[src/rtl/npu_sram_port_arbiter.sv]
// Round-robin burst arbiter sharing one single-port SRAM among NREQ NPU engines.
// Whole bursts are granted; the owner's beats issue back-to-back with incrementing addresses.

module npu_sram_port_lane #(
  parameter int OW = 2,
  parameter int ID = 0
) (
  input  logic          busy_i,
  input  logic [OW-1:0] owner_i,
  input  logic          last_i,
  input  logic          rd_pend_i,
  input  logic [OW-1:0] rd_owner_i,
  output logic          ack_o,
  output logic          ack_last_o,
  output logic          rvalid_o
);
  localparam logic [OW-1:0] MY_ID = OW'(ID);

  assign ack_o      = busy_i && (owner_i == MY_ID);
  assign ack_last_o = ack_o && last_i;
  assign rvalid_o   = rd_pend_i && (rd_owner_i == MY_ID);
endmodule

module npu_sram_port_arbiter #(
  parameter int NREQ   = 3,
  parameter int ADDR_W = 12,
  parameter int DATA_W = 16,
  parameter int BE_W   = 2,
  parameter int LEN_W  = 8
) (
  input  logic                     clk,
  input  logic                     reset_n,
  input  logic [NREQ-1:0]          req,
  input  logic [NREQ-1:0]          req_write,
  input  logic [NREQ*ADDR_W-1:0]   req_addr,
  input  logic [NREQ*LEN_W-1:0]    req_len,
  input  logic [NREQ*BE_W-1:0]     req_byteenable,
  input  logic [NREQ*DATA_W-1:0]   req_wdata,
  output logic [NREQ-1:0]          ack,
  output logic [NREQ-1:0]          ack_last,
  output logic [NREQ-1:0]          rvalid,
  output logic [DATA_W-1:0]        rdata,
  output logic                     busy,
  output logic [ADDR_W-1:0]        sram_address,
  output logic [BE_W-1:0]          sram_byteenable,
  output logic                     sram_chipselect,
  output logic                     sram_write,
  output logic [DATA_W-1:0]        sram_writedata,
  input  logic [DATA_W-1:0]        sram_readdata
);
  localparam int OW = $clog2(NREQ);
  localparam logic [OW-1:0] LAST_ID = OW'(NREQ - 1);

  typedef enum logic {IDLE, BURST} state_e;

  state_e            state_q;
  logic [OW-1:0]     owner_q, ptr_q, rd_owner_q;
  logic [ADDR_W-1:0] addr_q;
  logic [LEN_W-1:0]  cnt_q;
  logic [BE_W-1:0]   be_q;
  logic              write_q, rd_pend_q;

  logic [NREQ-1:0][ADDR_W-1:0] addr_a;
  logic [NREQ-1:0][LEN_W-1:0]  len_a;
  logic [NREQ-1:0][BE_W-1:0]   be_a;
  logic [NREQ-1:0][DATA_W-1:0] wdata_a;

  assign addr_a  = req_addr;
  assign len_a   = req_len;
  assign be_a    = req_byteenable;
  assign wdata_a = req_wdata;

  // Rotating priority: first set request at or after ptr_q wins.
  logic          win_vld;
  logic [OW-1:0] win;
  always_comb begin
    int idx;
    win_vld = 1'b0;
    win     = '0;
    idx     = 0;
    for (int k = 0; k < NREQ; k++) begin
      idx = (int'(ptr_q) + k) % NREQ;
      if (!win_vld && req[idx]) begin
        win_vld = 1'b1;
        win     = OW'(idx);
      end
    end
  end

  always_ff @(posedge clk or negedge reset_n) begin
    if (!reset_n) begin
      state_q    <= IDLE;
      ptr_q      <= '0;
      owner_q    <= '0;
      addr_q     <= '0;
      cnt_q      <= '0;
      write_q    <= 1'b0;
      be_q       <= '0;
      rd_pend_q  <= 1'b0;
      rd_owner_q <= '0;
    end else begin
      rd_pend_q  <= (state_q == BURST) && !write_q;
      rd_owner_q <= owner_q;
      case (state_q)
        IDLE: if (win_vld) begin
          owner_q <= win;
          addr_q  <= addr_a[win];
          cnt_q   <= len_a[win];
          write_q <= req_write[win];
          be_q    <= be_a[win];
          state_q <= BURST;
        end
        BURST: begin
          addr_q <= addr_q + 1'b1;
          cnt_q  <= cnt_q - 1'b1;
          if (cnt_q == '0) begin
            state_q <= IDLE;
            ptr_q   <= (owner_q == LAST_ID) ? '0 : owner_q + 1'b1;
          end
        end
        default: state_q <= IDLE;
      endcase
    end
  end

  assign busy            = (state_q == BURST);
  assign sram_chipselect = busy;
  assign sram_address    = busy ? addr_q : '0;
  assign sram_write      = busy && write_q;
  assign sram_byteenable = busy ? (write_q ? be_q : '1) : '0;
  assign sram_writedata  = busy ? wdata_a[owner_q] : '0;
  assign rdata           = sram_readdata;

  for (genvar i = 0; i < NREQ; i++) begin : g_lane
    npu_sram_port_lane #(.OW(OW), .ID(i)) u_lane (
      .busy_i     (busy),
      .owner_i    (owner_q),
      .last_i     (cnt_q == '0),
      .rd_pend_i  (rd_pend_q),
      .rd_owner_i (rd_owner_q),
      .ack_o      (ack[i]),
      .ack_last_o (ack_last[i]),
      .rvalid_o   (rvalid[i])
    );
  end
endmodule

[config.mk]
export PLATFORM = sky130hd
export DESIGN_NAME = npu_sram_port_arbiter
export DESIGN_NICKNAME = d
export VERILOG_FILES = /design/src/rtl/npu_sram_port_arbiter.sv
export SDC_FILE = /design/constraint.sdc
export NUM_CORES = 1
export LEC_CHECK = 0
export BUFFER_PORTS_ARGS = -buffer_cell sky130_fd_sc_hd__buf_2
export CORE_MARGIN = 4
export CORE_UTILIZATION = 47
export CTS_CLUSTER_SIZE = 20
export DETAILED_ROUTE_END_ITERATION = 12
export GPL_ROUTABILITY_DRIVEN = 0
export PLACE_DENSITY = 0.87
export SETUP_SLACK_MARGIN = 0.5
export SYNTH_ARGS = -nofsm -noshare
export SYNTH_HDL_FRONTEND = slang
export SYNTH_SLANG_ARGS = --single-unit
[constraint.sdc]
create_clock -name clk -period 5.1 [get_ports clk]
set_clock_uncertainty 0.2 [all_clocks]
set_input_delay 1.02 -clock clk [delete_from_list [all_inputs] [get_ports clk]]
set_output_delay 1.02 -clock clk [all_outputs]
set_load 0.03 [all_outputs]
======== After elaboration in Yosys (flattened, before gate mapping) ========
Cells that the tools add are included.
storage, ports and cells
  register bits ........................... 31
  bits of input ports ..................... 138
  output and inout bits ................... 58
  word-level logic and storage cells ...... 86
operators by class
  add/subtract/negate cells ............... 5
  divide/modulo/power cells ............... 3
  $lt $le $gt $ge ......................... 5
  eq/ne operators ......................... 5
  muxes and demuxes ....................... 37
  bitwise gates (word level) .............. 1
  reduce and logical (&&, ||, !) cells .... 21
operator list
  operator               number
  $lt 32x4->1 const B    3
  $mod 32x3->32 const B  2
  $mux 12                3
  $bmux 16 s2            1
  $mod 3x3->32 const B   1
  $mux 16                2
  $bmux 12 s2            1
  $pmux 12 s2            1
  $bmux 8 s2             1
  $mux 8                 2
  $pmux 8 s2             1
  $mux 2                 7
  $logic_and 1x1->1      13
  $add 12x1->12 const B  1
  $mux 1                 12
  $bmux 1 s2             4
  $logic_not 8->1        1
  $sub 8x1->8 const B    1
  $lt 2x3->1 const B     2
  $bmux 2 s2             1
  $eq 2x1->1 const B     2
  $eq 2x2->1 const B     2
  $logic_not 2->1        2
  $reduce_and 2->1       2
  other kinds (7)        9

======== Longest topological paths before layout ========
Gate-level depths: netlist of the first run.
  word-level depth ........................ 15
  depth in mapped cells ................... 11
  depth with buffers taken out ............ 8

======== By module ========
From an unflattened synthesis of the first run, not the netlist that was laid out.
second synthesis, totals
  cells, all modules ...................... 363
  area, all modules ....................... 3037.9 µm²
by module, submodules not included
  module                                     times used  cells each  area an instance (µm²)  seq. area each (µm²)
  npu_sram_port_arbiter                      1           354         2952.8                  775.7
  npu_sram_port_lane (g_lane[1].u_lane ...)  2           3           28.8                    0.0
  npu_sram_port_lane (g_lane[0].u_lane)      1           3           27.5                    0.0

======== Least setup slack after synthesis of the first run ========
Ideal clock, no wire load.
  kind .................................... reg-to-output
  from .................................... register state_q, in the netlist busy
  to ...................................... output sram_writedata[10]
  data arrival time ....................... 1.986 ns
  data required time ...................... 3.880 ns
  setup slack ............................. 1.894 ns
  stages on the path, launching flop included .. 7
  path buffers ............................ 4
  path through ............................ dfrtp_1 clkbuf_1 inv_1 clkbuf_1 buf_1 buf_1 nor2_1
between the ends
  longest elaborated chain between the ends .. 1
RTL lines
  element                 RTL line  RTL
  start, declared         56        state_e state_q;
  start signal, assigned  92        state_q <= IDLE;
  start signal, assigned  111       state_q <= BURST;
  start signal, assigned  117       state_q <= IDLE;
  $mux 16                 131       assign sram_writedata = busy ? wdata_a[owner_q] : '0;
  end, declared           48        output logic [DATA_W-1:0] sram_writedata,
Every way passes these cells.

======== Final worst setup path of the first run ========
  from .................................... register owner_q[0]
  to ...................................... output sram_writedata[4]
between the ends
  longest elaborated chain between the ends .. 3
RTL lines
  element                        RTL line  RTL
  start, declared                57        logic [OW-1:0] owner_q, ptr_q, rd_owner_q;
  start signal, assigned         106       owner_q <= win;
  $bmux 16 s2                    131
  $mux 16 (implied by the code)  131
  $mux 16                        131
Every way passes these cells. The select of a mux whose other input is x is not followed.

==> metrics.md, run 1 <==
| Metric | Value |
|---|---|
| Yosys Warn Count | 0 |
| Die Width | 89.0 um |
| Combinational family with the most area after synthesis | simple AND/OR/NAND/NOR gates |
| Post-synth ARST share | 1.00 |
| FF+latch count, synth | 31 |
| Sw Share | 0.527 |
| Syn Nets | 535 |
| Finish-stage setup viols | 0 |
| Worst-skew pair later-pin latency | 280 ps |
| Arrival time worst endpoint | 2550 ps |
| Final period utilization | 0.739 |
| Postcts setup bufs | 0 |
| Clock Root Buffer | clkbuf_8 |
| Most used DFF post-synth | dfrtp_1 |
| Startpoint types | register |
| Die height | 89.0 um |
| Sequential element share of the synthesized area | 0.251 |
| DR iter-0 viols | 130 |
| Worst r2r path cells | 8 |
| Hold buffers post-CTS | 0 |
| Logic pwr share | 0.677 |
| Number of diodes | 0 |
| Layout cells sized above 1 | 0.363 |
| Mean Syn Cell Area | 7.91 um2 |
| Pint | 1.06 mW |
| DRT antenna net count | 0 |
| PnR worst setup slack | 1330 ps |
| Crit Path Category | register to output port |
| Nets | 656 |
| Synth Area in XOR/XNOR | 0.0426 |
| Remaining global-route overflow | 0 |
| Adder-Cell Fraction of Synth Area | 0.0284 |
| RSZ-0062 raised after global routing | no |
| Pin count of the biggest net entering global routing | 40 |
| Core Region | 6350 um2 |
| Fmax | 265 MHz |
| WHS Endpoint | rd_pend_q |
| Reg-to-Reg End | addr_q[5] |
| Final core occ | 0.603 |
| Initial cell density of the core | 0.486 |
| Number of global-route vias before repair | 3082 |
| Rel. slew slack | 0.370 |
| Crit-path cells | nor2b_1 -> a21oi_1 -> nor2_1 -> buf_2 |
| Tot Pwr | 2.25 mW |
| HPWL Detailed | 7330 um |
| Crit path capture type | output port |
| Syn Inst Count | 390 |
| LEAKAGE | 2.00 nW |
| 1st-pass router iterations | 5 |
| GRT Total Usage | 0.229 |
| Remaining DRCs | 0 |
| TritonCTS clock tree | yes |
| Post-place setup slack | 1610 ps |
| Die Area | 7930 um2 |
| Post-synthesis mux area share | 0.153 |
| Clk slew on worst S/H paths | 70 ps |
| # IOs | 196 |
| Worst hold slack | 308 ps |
| Minimum clock period after layout | 3770 ps |
| Hold crit path type | register to register |
| Min-delay src | write_q |
| DP Area | 3730 um2 |
| Compound-cell area share of the yosys netlist | 0.190 |
| Worst path max stage delay | 840 ps |
| Vias/cell | 5.58 |
| TritonCTS Buffers | 5 |
| EDFF count, synth | 0 |
| Filler Cells Inserted | 581 |
| Initial antenna violation count | 0 |
| Bufs on Longest Clock Path | 2 |
| Crit Path Max Fanout | 26 |
| Hold Path Depth | 1 |
| CP required | 3880 ps |
| VDD IR max | 0.000304 V |
| H-tree depth | 2 |
| Final Hold Fails | 0 |
| Row Count | 29 |
| Global-route wire length before repair | 14300 um |
| Sw power | 1.19 mW |
| Post-Layout Cell Count | 589 |
| IO buf count | 163 |
| Dpl cells | 581 |
| Least-Margin Pin Slew | 943 ps |
| R2R setup slack | 1710 ps |
| Detailed-route wire length | 9570 um |
| Cell variety after synth | 50 |
| P&R area growth vs syn | 24.1% |
| Final instance area | 3830 um2 |
| Synth Area in Simple Gates | 0.217 |
| Netlist Area Pre-Place | 3090 um2 |
| Wire per inst | 16.2 um |
| Vias | 3287 |
| Reg power frac | 0.228 |
| Worst reg2reg startpoint | ptr_q[1] |
| CTS resizes | 0 |
| # clock sinks | 31 |
| Clock share of power | 0.095 |
| Sum Neg Setup Slack | 0 ps |
| PD cells | 587 nW/um2 |
| Outcome | completed |
| Final Slew Violations | 0 |
| Slowest CP cell | dfrtp_1 |
| Max-cap violation count | 0 |
[critical path: cells and delay by family, from the launching register on]
kind                   cells  cell delay, ps
and+or+nand+nor            2            1000
DFF                        1             840
AOI/OAI and AO/OA          1             200
buffers and inverters      1             220
[sequential cells by signal (all words and copies together) (netlist names)]
register    flops
busy            1
cnt_q           8
owner_q         2
rd_pend_q       1
rd_owner_q      2
addr_q         12
be_q            2
write_q         1
ptr_q           2
[area by class of cell]
type / count / area (um2) / area share
multi-input cells: 292 / 1950 / 0.510
repair buffers: 168 / 853 / 0.223
flip-flops and latches: 31 / 776 / 0.203
clock buffers: 8 / 100 / 0.0261
well taps: 77 / 96.3 / 0.0252
inverters: 13 / 48.8 / 0.0127
[worst max-delay path by stage]
stage                                    end  depth (start not counted)  slack, ps  startpoint
after floorplan           sram_writedata[10]                          6       1890        busy
after detailed placement   sram_writedata[4]                          4       1610  owner_q[0]
after global routing       sram_writedata[4]                          4       1050  owner_q[0]
final                      sram_writedata[4]                          4       1330  owner_q[0]
after CTS                  sram_writedata[4]                          4       1300  owner_q[0]
after global placement     sram_writedata[4]                          4       1750  owner_q[0]
[placed cells by master, fill, tap and decap left out, types with 6 or more instances in the layout]
master    synthesis  final
mux2i_1          41     41
xor2_1            6      6
ha_1              7      7
buf_2            10    163
nor3_1            9      9
nand2_1          24     24
dfrtp_1          31     31
o21ai_0           6      6
o221ai_1         10     10
inv_1            13     13
and2_1           11     11
a22oi_1           9      9
nand3_1          12     12
xnor2_1           9      9
clkbuf_8          0      7
a21oi_1          23     23
nor2_1           52     52
[kinds of logic (layout without fill, tap and decap cells)]
| group | count (synthesis) | in the layout |
|---|---|---|
| AND/OR/NAND/NOR | 138 | 138 |
| AO/OA/AOI/OAI | 86 | 86 |
| multiplexers | 46 | 46 |
| buffers and inverters | 67 | 189 |
| adder cells (fa/ha/maj) | 7 | 7 |
| XOR/XNOR | 15 | 15 |
| flip-flops | 31 | 31 |
[routing by layer]
| layer | vias to the layer above | global-route usage | part of all wire |
|---|---|---|---|
| met1 | 1521 | 0.293 | 0.39 |
| met5 | - | 0 | 0 |
| met2 | 142 | 0.387 | 0.52 |
| li1 | 1604 | - | - |
| met4 | 0 | 0.0880 | 0.023 |
| met3 | 20 | 0.0369 | 0.068 |
[power groups by stage]
stage | combinational [mW] | sequential [mW] | clock (mW)
final | 1.52 | 0.513 | 0.214
after global routing | 1.66 | 0.534 | 0.229
after CTS | 1.52 | 0.510 | 0.219
after detailed placement | 1.52 | 0.514 | 0
after global placement | 1.47 | 0.504 | 0
after floorplan | 1.24 | 0.456 | 0
[cells in the mapped netlist (all sizes together) (2+ instances only)]
cell,instances,area share
nor3,9,0.015
inv,13,0.016
o21a,2,0.0049
dfrtp,31,0.25
nand3b,4,0.0097
a21o,3,0.0073
o211ai,4,0.0097
mux2,4,0.016
nand2,26,0.033
clkbuf,13,0.016
or3,5,0.010
ha,7,0.028
o221ai,10,0.028
o21ai,11,0.018
o22ai,4,0.0081
and2,11,0.022
a31oi,4,0.0081
nor2b,4,0.0081
xor2,6,0.017
a22oi,9,0.022
and3,5,0.012
mux2i,42,0.14
a221oi,5,0.016
o31ai,3,0.0073
nor3b,5,0.012
xnor2,9,0.026
a21oi,23,0.037
buf,41,0.086
and3b,2,0.0057
nor2,52,0.063
nand3,12,0.019
Note: power is estimated with default switching activity, not from simulation.
==> inputs of run 2 (changes only) <==
--- a/config.mk
+++ b/config.mk
@@ -7,11 +7,11 @@
 export LEC_CHECK = 0
 export BUFFER_PORTS_ARGS = -buffer_cell sky130_fd_sc_hd__buf_2
 export CORE_MARGIN = 4
-export CORE_UTILIZATION = 47
+export CORE_UTILIZATION = 39
 export CTS_CLUSTER_SIZE = 20
 export DETAILED_ROUTE_END_ITERATION = 12
 export GPL_ROUTABILITY_DRIVEN = 0
-export PLACE_DENSITY = 0.87
+export PLACE_DENSITY = 0.77
 export SETUP_SLACK_MARGIN = 0.5
 export SYNTH_ARGS = -nofsm -noshare
 export SYNTH_HDL_FRONTEND = slang
==> constraint.sdc (replaced) <==
create_clock -name clk -period 3.1 [get_ports clk]
set_clock_uncertainty 0.2 [all_clocks]
set_input_delay 0.62 -clock clk [delete_from_list [all_inputs] [get_ports clk]]
set_output_delay 0.62 -clock clk [all_outputs]
set_load 0.03 [all_outputs]
==> metrics.md, run 2 (synthesis gave the netlist of run 1 again) <==
| Metric | Value |
|---|---|
| TritonCTS Buffers | 5 (unchanged) |
| Multi-input logic area | 2240 um2 (+15%) |
| Reg-to-Reg End | addr_q[11] |
| Rel. slew slack | 0.508 (+0.138) |
| Filler Cells Inserted | 701 (+21%) |
| Crit Path Category | register to output port |
| Register area | 778 um2 (+0.32%) |
| Core Region | 7730 um2 (+22%) |
| PD cells | 959 nW/um2 (+63%) |
| Worst-skew pair later-pin latency | 290 ps (about the same) |
| Detailed-route wire length | 10600 um (+11%) |
| Largest Register | addr_q |
| Global-route wire length before repair | 16600 um (+16%) |
| Hold buffers post-CTS | 0 (unchanged) |
| Vias | 3462 (+5.3%) |
| Clock Root Buffer | clkbuf_8 |
| Initial cell density of the core | 0.399 (-0.0866) |
| Final period utilization | 0.839 |
| Number of diodes | 0 (unchanged) |
| Clk slew on worst S/H paths | 70 ps (about the same) |
| Hold crit path type | primary input to async pin |
| Nets | 686 (+4.6%) |
| DR iter-0 viols | 199 (+53%) |
| # IOs | 196 (unchanged) |
| Arrival time worst endpoint | 1780 ps (-770 ps) |
| Finish-stage setup viols | 0 (unchanged) |
| HPWL Detailed | 7810 um (+6.7%) |
| Minimum clock period after layout | 2600 ps |
| Startpoint types | register |
| Die height | 96.9 um (+8.9%) |
| Pin count of the biggest net entering global routing | 32 (-20%) |
| P&R area growth vs syn | 42.4% |
| Least-Margin Pin Slew | 738 ps (-205 ps) |
| Most used cells in the layout excluding fill and tap cells | 161 x buf_2, 39 x mux2i_1, 38 x nor2_1 |
| Remaining DRCs | 0 (unchanged) |
| Crit path capture type | output port |
| Max FFs per register | 12 (unchanged) |
| Fmax | 385 MHz |
| Commonest non-fill, non-tap cell in the layout | buf_2 |
| 1st-pass router iterations | 5 (unchanged) |
| Bufs on Longest Clock Path | 2 (unchanged) |
| LEAKAGE | 2.20 nW (+10%) |
| Crit Path Max Fanout | 5 (-81%) |
| Vias/cell | 5.38 (-3.5%) |
| Number of global-route vias before repair | 3463 (+12%) |
| DRT antenna net count | 0 (unchanged) |
| # clock sinks | 31 (unchanged) |
| Final Hold Fails | 0 (unchanged) |
| Dpl cells | 619 (+6.5%) |
| RSZ-0062 raised after global routing | yes |
| Die Area | 9400 um2 (+19%) |
| Worst reg2reg startpoint | ptr_q[1] |
| Outcome | completed |
| Max-cap violation count | 0 (unchanged) |
| Initial antenna violation count | 0 (unchanged) |
| Worst r2r path cells | 8 (unchanged) |
| GRT Total Usage | 0.212 (-0.0169) |
| Layout cells sized above 1 | 0.479 (+0.115) |
| Largest registers | addr_q: 12 flops, cnt_q: 8 flops |
| Remaining global-route overflow | 0 (unchanged) |
| DP Area | 3930 um2 (+5.5%) |
| Wire per inst | 16.5 um (+1.3%) |
| Final instance area | 4390 um2 (+15%) |
| Post-Layout Cell Count | 643 (+9.2%) |
| VDD IR max | 0.000491 V (+62%) |
| Row Count | 32 (+10%) |
| CP required | 2280 ps (-1600 ps) |
| Final Slew Violations | 0 (unchanged) |
| TritonCTS clock tree | yes |
| IO buf count | 163 (unchanged) |
| Sum Neg Setup Slack | 0 ps (unchanged) |
| Die Width | 96.9 um (+8.9%) |
| H-tree depth | 2 (unchanged) |
| R2R setup slack | 520 ps (-1190 ps) |
| Tot Pwr | 4.21 mW (+87%) |
-- run 2: changes by cell type in the layout (fill, tap and decap cells not counted), moves of 3 or more --
cell     delta
buf_4      +23
buf_6       +8
inv_1       -3
inv_2       +3
nor2_1     -14
nor2_2      +3
nor2_4     +11
o21ai_1     -3
-- run 2: per-layer routing --
metal	GRT usage	up-vias	routed length, um
met2	0.351	147	5130
met4	0.0767	0	269
met3	0.0389	27	786
met5	0	-	0
met1	0.275	1617	4400
li1	-	1671	-
-- run 2: worst max-delay path, stage by stage, from the launching register on --
cell and delay [ps]:
dfrtp_2 440, nor2_2 120, nand3b_1 110, or3_4 440
nor3b_4 230, buf_6 160
-- run 2: per-stage QoR --
step / hold WS [ps] / setup WS (ps) / utilization
2_1_floorplan: 124 / 440 / -
3_3_place_gp: 299 / 338 / 0.509
3_5_place_dp: 288 / 287 / 0.509
4_1_cts: 209 / 494 / 0.543
5_1_grt: 241 / 415 / 0.568
6_report: 185 / 500 / 0.568
-- run 2: what timing repair did --
item	in CTS	in global routing
setup endpoints to repair	41	39
endpoints found under the hold margin	0	0
buffers inserted	9	6
gates resized for setup	24	32
cloned	1	1
pin swaps	4	9
-- run 2: layout make-up --
class | count | area share
clock buffer | 6 | 0.0188
sequential | 31 | 0.177
inverter | 13 | 0.0111
multi-input combinational | 293 | 0.511
timing repair buffer | 197 | 0.252
clock inverter | 1 | 0.00114
tap | 102 | 0.0291
-- run 2: worst max path at each step --
stage             start                 end  slack (ps)  cells after the start
2_1_floorplan      busy  sram_byteenable[0]         440                      5
3_3_place_gp     req[0]           addr_q[0]         340                      7
3_5_place_dp     req[0]            cnt_q[4]         290                      8
4_1_cts        cnt_q[0]         ack_last[1]         490                      6
5_1_grt        cnt_q[2]         ack_last[1]         410                      5
6_report       cnt_q[4]         ack_last[1]         500                      5
-- run 2: where the power goes --
part | internal (mW) | switching, mW | leakage [nW] | total (mW)
clock | 0.174 | 0.160 | 0.0470 | 0.334
sequential | 0.602 | 0.205 | 0.362 | 0.807
combinational | 1.24 | 1.83 | 1.79 | 3.07
total | 2.02 | 2.20 | 2.20 | 4.21
